File: src/rtl/bridge_pkg.sv
// rtl/bridge_pkg.sv - default address windows, miss data and stage layout for the data-side bridge
package bridge_pkg;

    localparam logic [31:0] CONF_BASE   = 32'h1faf_0000;
    localparam logic [31:0] CONF_MASK   = 32'h1fff_0000;
    localparam logic [31:0] ROM_BASE    = 32'h1fc0_0000;
    localparam logic [31:0] ROM_MASK    = 32'h1ff0_0000;
    localparam logic [31:0] PERIPH_BASE = 32'h1f00_0000;
    localparam logic [31:0] PERIPH_MASK = 32'h1f00_0000;
    localparam logic [31:0] SRAM_BASE   = 32'h0000_0000;
    localparam logic [31:0] SRAM_MASK   = 32'h1000_0000;

    localparam logic [31:0] MISS_DATA_DEF = 32'hdead_beef;

    // Stage word is {sel[nslv-1:0], miss_flag, rd_flag}
    function automatic int stage_w(input int nslv);
        return nslv + 2;
    endfunction

endpackage

File: src/rtl/bridge_addr_dec.sv
// rtl/bridge_addr_dec.sv - base/mask comparator bank with lowest-index-wins priority select
module bridge_addr_dec #(
    parameter int                     XLEN     = 32,
    parameter int                     NSLV     = 4,
    parameter logic [NSLV*XLEN-1:0]   SLV_BASE = '0,
    parameter logic [NSLV*XLEN-1:0]   SLV_MASK = '0
) (
    input  logic [XLEN-1:0] addr,
    output logic [NSLV-1:0] sel,
    output logic            miss
);

    logic [NSLV-1:0] hit;

    for (genvar i = 0; i < NSLV; i++) begin : g_cmp
        assign hit[i] = ((addr & SLV_MASK[i*XLEN +: XLEN]) == SLV_BASE[i*XLEN +: XLEN]);
    end

    // Isolate the lowest set bit so overlapping windows resolve to one slave
    assign sel  = hit & (~hit + NSLV'(1));
    assign miss = ~|hit;

endmodule

File: src/rtl/sirv_gnrl_dfflr.sv
// rtl/sirv_gnrl_dfflr.sv - load-enabled flop bank with async active-low clear
module sirv_gnrl_dfflr #(
    parameter int DW = 1
) (
    input  logic          clk,
    input  logic          rst_n,
    input  logic          lden,
    input  logic [DW-1:0] dnxt,
    output logic [DW-1:0] qout
);

    always_ff @(posedge clk or negedge rst_n) begin
        if (!rst_n) begin
            qout <= '0;
        end else if (lden) begin
            qout <= dnxt;
        end
    end

endmodule

File: src/rtl/bridge_1xn.sv
// rtl/bridge_1xn.sv - 1-to-N data bridge with RD_LAT select pipeline; BRIDGE_MISS_CNT_EN adds a miss counter
module bridge_1xn
    import bridge_pkg::*;
#(
    parameter int                   XLEN      = 32,
    parameter int                   NSLV      = 4,
    parameter int                   RD_LAT    = 1,
    parameter logic [NSLV*XLEN-1:0] SLV_BASE  = {SRAM_BASE, PERIPH_BASE, ROM_BASE, CONF_BASE},
    parameter logic [NSLV*XLEN-1:0] SLV_MASK  = {SRAM_MASK, PERIPH_MASK, ROM_MASK, CONF_MASK},
    parameter logic [XLEN-1:0]      MISS_DATA = MISS_DATA_DEF
) (
    input  logic                 clk,
    input  logic                 reset,
    input  logic                 cpu_data_en,
    input  logic [3:0]           cpu_data_wen,
    input  logic [XLEN-1:0]      cpu_data_addr,
    input  logic [XLEN-1:0]      cpu_data_wdata,
    output logic [XLEN-1:0]      cpu_data_rdata,
    output logic [NSLV-1:0]      slv_en,
    output logic [4*NSLV-1:0]    slv_wen,
    output logic [XLEN-1:0]      slv_addr,
    output logic [XLEN-1:0]      slv_wdata,
    input  logic [XLEN*NSLV-1:0] slv_rdata,
    output logic                 miss_pulse,
    output logic [XLEN-1:0]      miss_addr
`ifdef BRIDGE_MISS_CNT_EN
    ,
    input  logic                 miss_cnt_clr,
    output logic [15:0]          miss_cnt
`endif
);

    localparam int SW = stage_w(NSLV);

    logic [NSLV-1:0]             sel;
    logic                        miss;
    logic                        miss_hit;
    logic [RD_LAT-1:0][SW-1:0]   stg_q;
    logic [NSLV-1:0]             l_sel;
    logic                        l_miss;
    logic                        unused_rd;

    bridge_addr_dec #(
        .XLEN     (XLEN),
        .NSLV     (NSLV),
        .SLV_BASE (SLV_BASE),
        .SLV_MASK (SLV_MASK)
    ) u_dec (
        .addr (cpu_data_addr),
        .sel  (sel),
        .miss (miss)
    );

    assign slv_en    = sel & {NSLV{cpu_data_en}};
    assign slv_addr  = cpu_data_addr;
    assign slv_wdata = cpu_data_wdata;
    assign miss_hit  = cpu_data_en & miss;

    for (genvar i = 0; i < NSLV; i++) begin : g_wen
        assign slv_wen[i*4 +: 4] = cpu_data_wen & {4{sel[i]}};
    end

    for (genvar k = 0; k < RD_LAT; k++) begin : g_stg
        logic [SW-1:0] stg_d;
        if (k == 0) begin : g_head
            assign stg_d = {slv_en, miss_hit, cpu_data_en & ~|cpu_data_wen};
        end else begin : g_tail
            assign stg_d = stg_q[k-1];
        end
        sirv_gnrl_dfflr #(.DW(SW)) u_stg (
            .clk   (clk),
            .rst_n (reset),
            .lden  (1'b1),
            .dnxt  (stg_d),
            .qout  (stg_q[k])
        );
    end

    // Writes still steer the mux; the rd flag is carried for observability only
    assign {l_sel, l_miss, unused_rd} = stg_q[RD_LAT-1];

    always_comb begin
        cpu_data_rdata = {XLEN{l_miss}} & MISS_DATA;
        for (int i = 0; i < NSLV; i++) begin
            cpu_data_rdata = cpu_data_rdata | ({XLEN{l_sel[i]}} & slv_rdata[i*XLEN +: XLEN]);
        end
    end

    sirv_gnrl_dfflr #(.DW(1)) u_miss_pulse (
        .clk   (clk),
        .rst_n (reset),
        .lden  (1'b1),
        .dnxt  (miss_hit),
        .qout  (miss_pulse)
    );

    sirv_gnrl_dfflr #(.DW(XLEN)) u_miss_addr (
        .clk   (clk),
        .rst_n (reset),
        .lden  (miss_hit),
        .dnxt  (cpu_data_addr),
        .qout  (miss_addr)
    );

`ifdef BRIDGE_MISS_CNT_EN
    logic [15:0] miss_cnt_nxt;

    // A clear coinciding with a miss restarts the count at one
    always_comb begin
        miss_cnt_nxt = miss_cnt;
        if (miss_cnt_clr) begin
            miss_cnt_nxt = {15'd0, miss_hit};
        end else if (miss_hit && (miss_cnt != 16'hffff)) begin
            miss_cnt_nxt = miss_cnt + 16'd1;
        end
    end

    sirv_gnrl_dfflr #(.DW(16)) u_miss_cnt (
        .clk   (clk),
        .rst_n (reset),
        .lden  (1'b1),
        .dnxt  (miss_cnt_nxt),
        .qout  (miss_cnt)
    );
`endif

endmodule

File: config.mk
export PLATFORM = sky130hd
export DESIGN_NAME = bridge_1xn
export DESIGN_NICKNAME = d
export VERILOG_FILES = /design/src/rtl/bridge_pkg.sv /design/src/rtl/bridge_addr_dec.sv /design/src/rtl/sirv_gnrl_dfflr.sv /design/src/rtl/bridge_1xn.sv
export SDC_FILE = /design/constraint.sdc
export NUM_CORES = 1
export LEC_CHECK = 0
export ABC_CLOCK_PERIOD_IN_PS = 1600
export BUFFER_PORTS_ARGS = -buffer_cell sky130_fd_sc_hd__buf_2
export CORE_AREA = 3 3 136 138
export CTS_CLUSTER_DIAMETER = 60
export CTS_CLUSTER_SIZE = 14
export DETAILED_ROUTE_END_ITERATION = 16
export DIE_AREA = 0 0 139 141
export PLACE_DENSITY = 0.43
export SYNTH_ARGS = -nofsm -noshare
export SYNTH_HDL_FRONTEND = slang
export SYNTH_SLANG_ARGS = --single-unit
File: constraint.sdc
create_clock -name clk -period 1.6 [get_ports clk]
set_clock_uncertainty 0.2 [all_clocks]
set_input_delay 0.16 -clock clk [delete_from_list [all_inputs] [get_ports clk]]
set_output_delay 0.16 -clock clk [all_outputs]
set_load 0.1 [all_outputs]
Word level (Yosys, flattened, before mapping) --
Index checks and enable logic that the tools add are counted.
Word-level totals: register bits 39, input bits 199, output and inout bits 149
Cells by class: $add $sub $neg 1, reduce and logical (&&, ||, !) cells 5, equality and inequality tests 3, bitwise gates (word level) 17
Operators by type and width (number):
- $and A32 B32 Y32 | 4
- $or A32 B32 Y32 | 4
- $logic_not A32 Y1 | 1
- $and A4 B4 Y4 | 6
- $eq A13 B13 Y1 const B | 1
- $eq A9 B9 Y1 const B | 1
- $reduce_or A4 Y1 | 2
- $eq A5 B5 Y1 const B | 1
- $add A4 B1 Y4 const B | 1
- $not A4 Y4 | 1
- $and A1 B1 Y1 | 2
- $logic_not A1 Y1 | 2

Longest topological paths before layout --
depth in word-level cells 5, depth in mapped cells 5, depth with buffers taken out 3

Modules after synthesis --
Synthesis repeated with hierarchy kept, for this count alone.
Unflattened totals: cell total of the unflattened synthesis 298, area total of the unflattened synthesis 3076.7 µm²
Modules (own cells, without submodules):
- bridge_1xn | cells an instance 202, area each 1358.8 µm², times used 1
- sirv_gnrl_dfflr (u_miss_addr) | cells an instance 68, area each 1345.0 µm², times used 1
- sirv_gnrl_dfflr (g_stg[0].u_stg) | cells an instance 13, area each 251.5 µm², times used 1
- bridge_addr_dec | cells an instance 13, area each 81.3 µm², times used 1
- sirv_gnrl_dfflr (u_miss_pulse) | cells an instance 2, area each 40.0 µm², times used 1

Worst setup path before layout --
OpenSTA, ideal clock, no wires.
kind reg-to-output, start point register g_stg[0].u_stg.qout[1], end point output port cpu_data_rdata[10], arrival time 2.032 ns, path buffers 1, required time 1.240 ns, stages on the path, launching flop included 4, setup slack -0.792 ns, path through dfrtp_1 > clkbuf_1 > a21oi_1 > nand2_1
Between the ends: longest elaborated chain between the ends 4
RTL lines:
- start, declared | line sirv_gnrl_dfflr.sv:9 | output logic [DW-1:0] qout
- start signal, assigned | line sirv_gnrl_dfflr.sv:16 | qout <= dnxt;
- $or A32 B32 Y32 (4 in series) | line bridge_1xn.sv:85 | cpu_data_rdata = cpu_data_rdata | ({XLEN{l_sel[i]}} & slv_rdata[i*XLEN +: XLEN]);
- end, declared | line bridge_1xn.sv:18 | output logic [XLEN-1:0] cpu_data_rdata,
Every way passes these cells.

Worst setup path after layout --
start point register g_stg[0].u_stg.qout[3], end point output port cpu_data_rdata[5]
Between the ends: longest elaborated chain between the ends 4
RTL lines (line):
- $and A32 B32 Y32 | bridge_1xn.sv:85
- $or A32 B32 Y32 (3 in series) | bridge_1xn.sv:85
Every way passes these cells.

==> run summary <==
Status: complete, but fails checks
Failing checks: negative setup slack
#FFs+latches synth: 37
Fin Hold WS: 0.00338 ns
RSZ-0062 raised after global routing: true
Post-synthesis sequential area ratio: 33.1%
Final wirelength: 14500 µm
CP Class: flip-flop to primary output
Gr ovfl total: 0
Final setup viols: 32
I/O Pins: 348
Layout cells sized above 1: 76.6%
# Post-CTS Setup Buffers: 0
Initial core utilization: 16.2%
Overall power: 5170 µW
Synth top area cells: dfrtp_1 33%, buf_4 17%, mux2_4 15%, a222oi_1 8.6%, nand2_1 5.0%
GPL Wtd Cong: 0.881
CP Capture Type: primary output
Max-Cap Viols: 0
Die area: 19600 µm²
GRT Total Usage: 14.1%
Area Overhead vs Synth: 110%
Routed Antenna Nets: 0
Sink Count: 37
H-tree Lvls: 2
DR iter-0 viols: 156
Placed Area: 5370 µm²
Post-synthesis simple-gate area fraction: 11.5%
Bufs on Longest Clock Path: 2
Worst skew pair latency: 0.28 ns
Final nets: 763
Syn. warnings: 0
Unique cell type count in the Yosys netlist: 24
Worst-path maximum fanout: 30
WL/cell: 18.3 µm
Initial antenna violation count: 1
Via/cell ratio: 4.27
Global-route wire length before repair: 21500 µm
Least-Margin Pin Slew: 0.526 ns
Post-layout min period: 1.98 ns
Post-Synthesis Cells: 282
Synth Area in Compound Gates: 17.4%
Clock tree from TritonCTS: built
Max Clock Freq: 505 MHz
Critical Path RT: 1.24 ns
Net count after synthesis: 481
Main combinational cell family by area after synthesis: buffers and inverters
# DRC: 0
CTS Root Cell: clkbuf_16
Vias in the first global route: 3573
Clk pin slew, worst setup/hold paths: 0.06 ns
Post-route cell area: 5880 µm²
Total CTS buffers: 5
Die Height: 141 µm
Mapped Area: 2800 µm²
Slew Limit Fails: 0
Syn Area/Cell: 9.92 µm²
Die Width: 139 µm
Rel. slew slack: 65.2%
Xor/xnor share of the synthesized area: 0%
Post-synth top area share: 33.1%
P per Cell Area: 879 nW/µm²
Crit share post-route: 124%
DR vias: 3378
Row count: 48
Critical Path Start Type: flip-flop
Post-synthesis adder-cell area fraction: 0%
Final Hold Viols: 0
Peak supply drop: 0.807 mV
Final worst slack: -0.380 ns
P_leak: 0.00288 µW
Area leader, netlist: dfrtp_1
Largest net degree at the start of global routing: 33
Core ar.: 17300 µm²
Arr. time, crit path: 1.62 ns
Hold Crit Class: input pin to flip-flop
Multiplexer area fraction after synthesis: 16.2%
DP HPWL: 12000 µm
Port Buffers: 283
DR pass1 iterations: 5
[power breakdown]
part,switching [µW],internal (µW)
combinational,2200,869
clock,369,578
sequential,87.7,1070
[placed cells by master (no fill, tap or decap), types with 2 or more instances in the layout]
| cell | instances |
|---|---|
| a22oi_1 | 10 |
| buf_12 | 58 |
| buf_2 | 211 |
| clkbuf_16 | 5 |
| dlygate4sd3_1 | 24 |
| dfrtp_1 | 36 |
| mux2_2 | 3 |
| nand2_4 | 22 |
| nor2_4 | 3 |
| nor2b_2 | 5 |
| nor2_2 | 2 |
| and2_4 | 10 |
| nand2_1 | 5 |
| clkbuf_4 | 14 |
| nand4b_1 | 2 |
| a222oi_1 | 24 |
| a21oi_1 | 23 |
| a22oi_2 | 6 |
| nand2_2 | 10 |
| buf_6 | 5 |
| mux2_4 | 28 |
| buf_4 | 44 |
| clkbuf_1 | 2 |
[sequential cells by signal, summed over array words and instances (netlist names)]
register,count
g_stg.u_stg.qout,5
u_miss_addr.qout,32
[per-stage QoR]
stage / setup WS [ns] / cells / TNS, ns / utilization [%]
6_report: -0.380 / 791 / -9.31 / 34.0
3_5_place_dp: -0.104 / 757 / -2.69 / 31.1
3_3_place_gp: -0.108 / 757 / -2.41 / 31.1
5_1_grt: -0.480 / 791 / -12.57 / 34.0
2_1_floorplan: -0.334 / 282 / -2.46 / -
4_1_cts: -0.409 / 790 / -9.47 / 33.5
[final cells by class]
type,count,area [µm²]
fillers,1752,11400
repair buffers,357,2960
multi-input cells,162,1560
flip-flops and latches,37,930
well taps,225,282
clock buffers,7,133
clock inverters,1,7.51
inverters,1,3.75
diodes,1,2.50
[worst max-delay path: stages (launching register included)]
cell and delay (ns):
dfrtp_1 0.39, buf_12 0.17, a222oi_1 0.35, buf_4 0.18
nand2_4 0.06, buf_12 0.17
[cell usage after synthesis]
cell type,instances
a21oi_1,24
a222oi_1,24
a22oi_1,16
and2_1,10
and3_1,1
and4_2,1
buf_12,3
buf_4,64
buf_6,1
clkbuf_1,14
dfrtp_1,37
inv_1,1
mux2_2,3
mux2_4,28
nand2_1,37
nand4_1,1
nand4b_1,2
nand4bb_1,1
nor2_1,5
nor2b_1,5
nor3_1,1
nor4_1,1
o211ai_1,1
or2_2,1
[path summary, 6_finish.rpt]
kind | cells past startpoint | to | slack [ns] | start
worst min register to register | 1 | u_miss_addr.qout[28] | 0.28 | u_miss_addr.qout[28]
worst max-delay path | 5 | cpu_data_rdata[5] | -0.38 | g_stg[0].u_stg.qout[3]
worst max register to register | 1 | u_miss_addr.qout[26] | 0.62 | u_miss_addr.qout[26]
max in group asynchronous | 3 | g_stg[0].u_stg.qout[2] | 0.57 | reset
min in group asynchronous | 2 | u_miss_addr.qout[4] | 0.11 | reset
worst min-delay path | 3 | u_miss_addr.qout[25] | 0.003 | cpu_data_addr[25]
[routing by layer]
layer	track usage (%)	wire length (µm)	up-vias
met1	14.2	4810	1591
met5	0.501	0	-
met2	26.5	7650	231
met4	6.08	571	0
met3	4.38	1450	22
li1	-	-	1534
[timing repair]
action,CTS,global route
pin swaps,29,18
hold buffers,25,0
setup endpoints to repair,38,57
endpoints found under the hold margin,61,0
cloned,0,0
resized for setup,11,24
[cells by family (layout without fill, tap and decap cells)]
family,count (synthesis),after routing
AND/OR/NAND/NOR,66,66
flip-flops,37,37
buffers and inverters,83,366
multiplexers,31,31
AO/OA/AOI/OAI,65,65
other,0,1
Note: power is estimated with default switching activity, not from simulation.
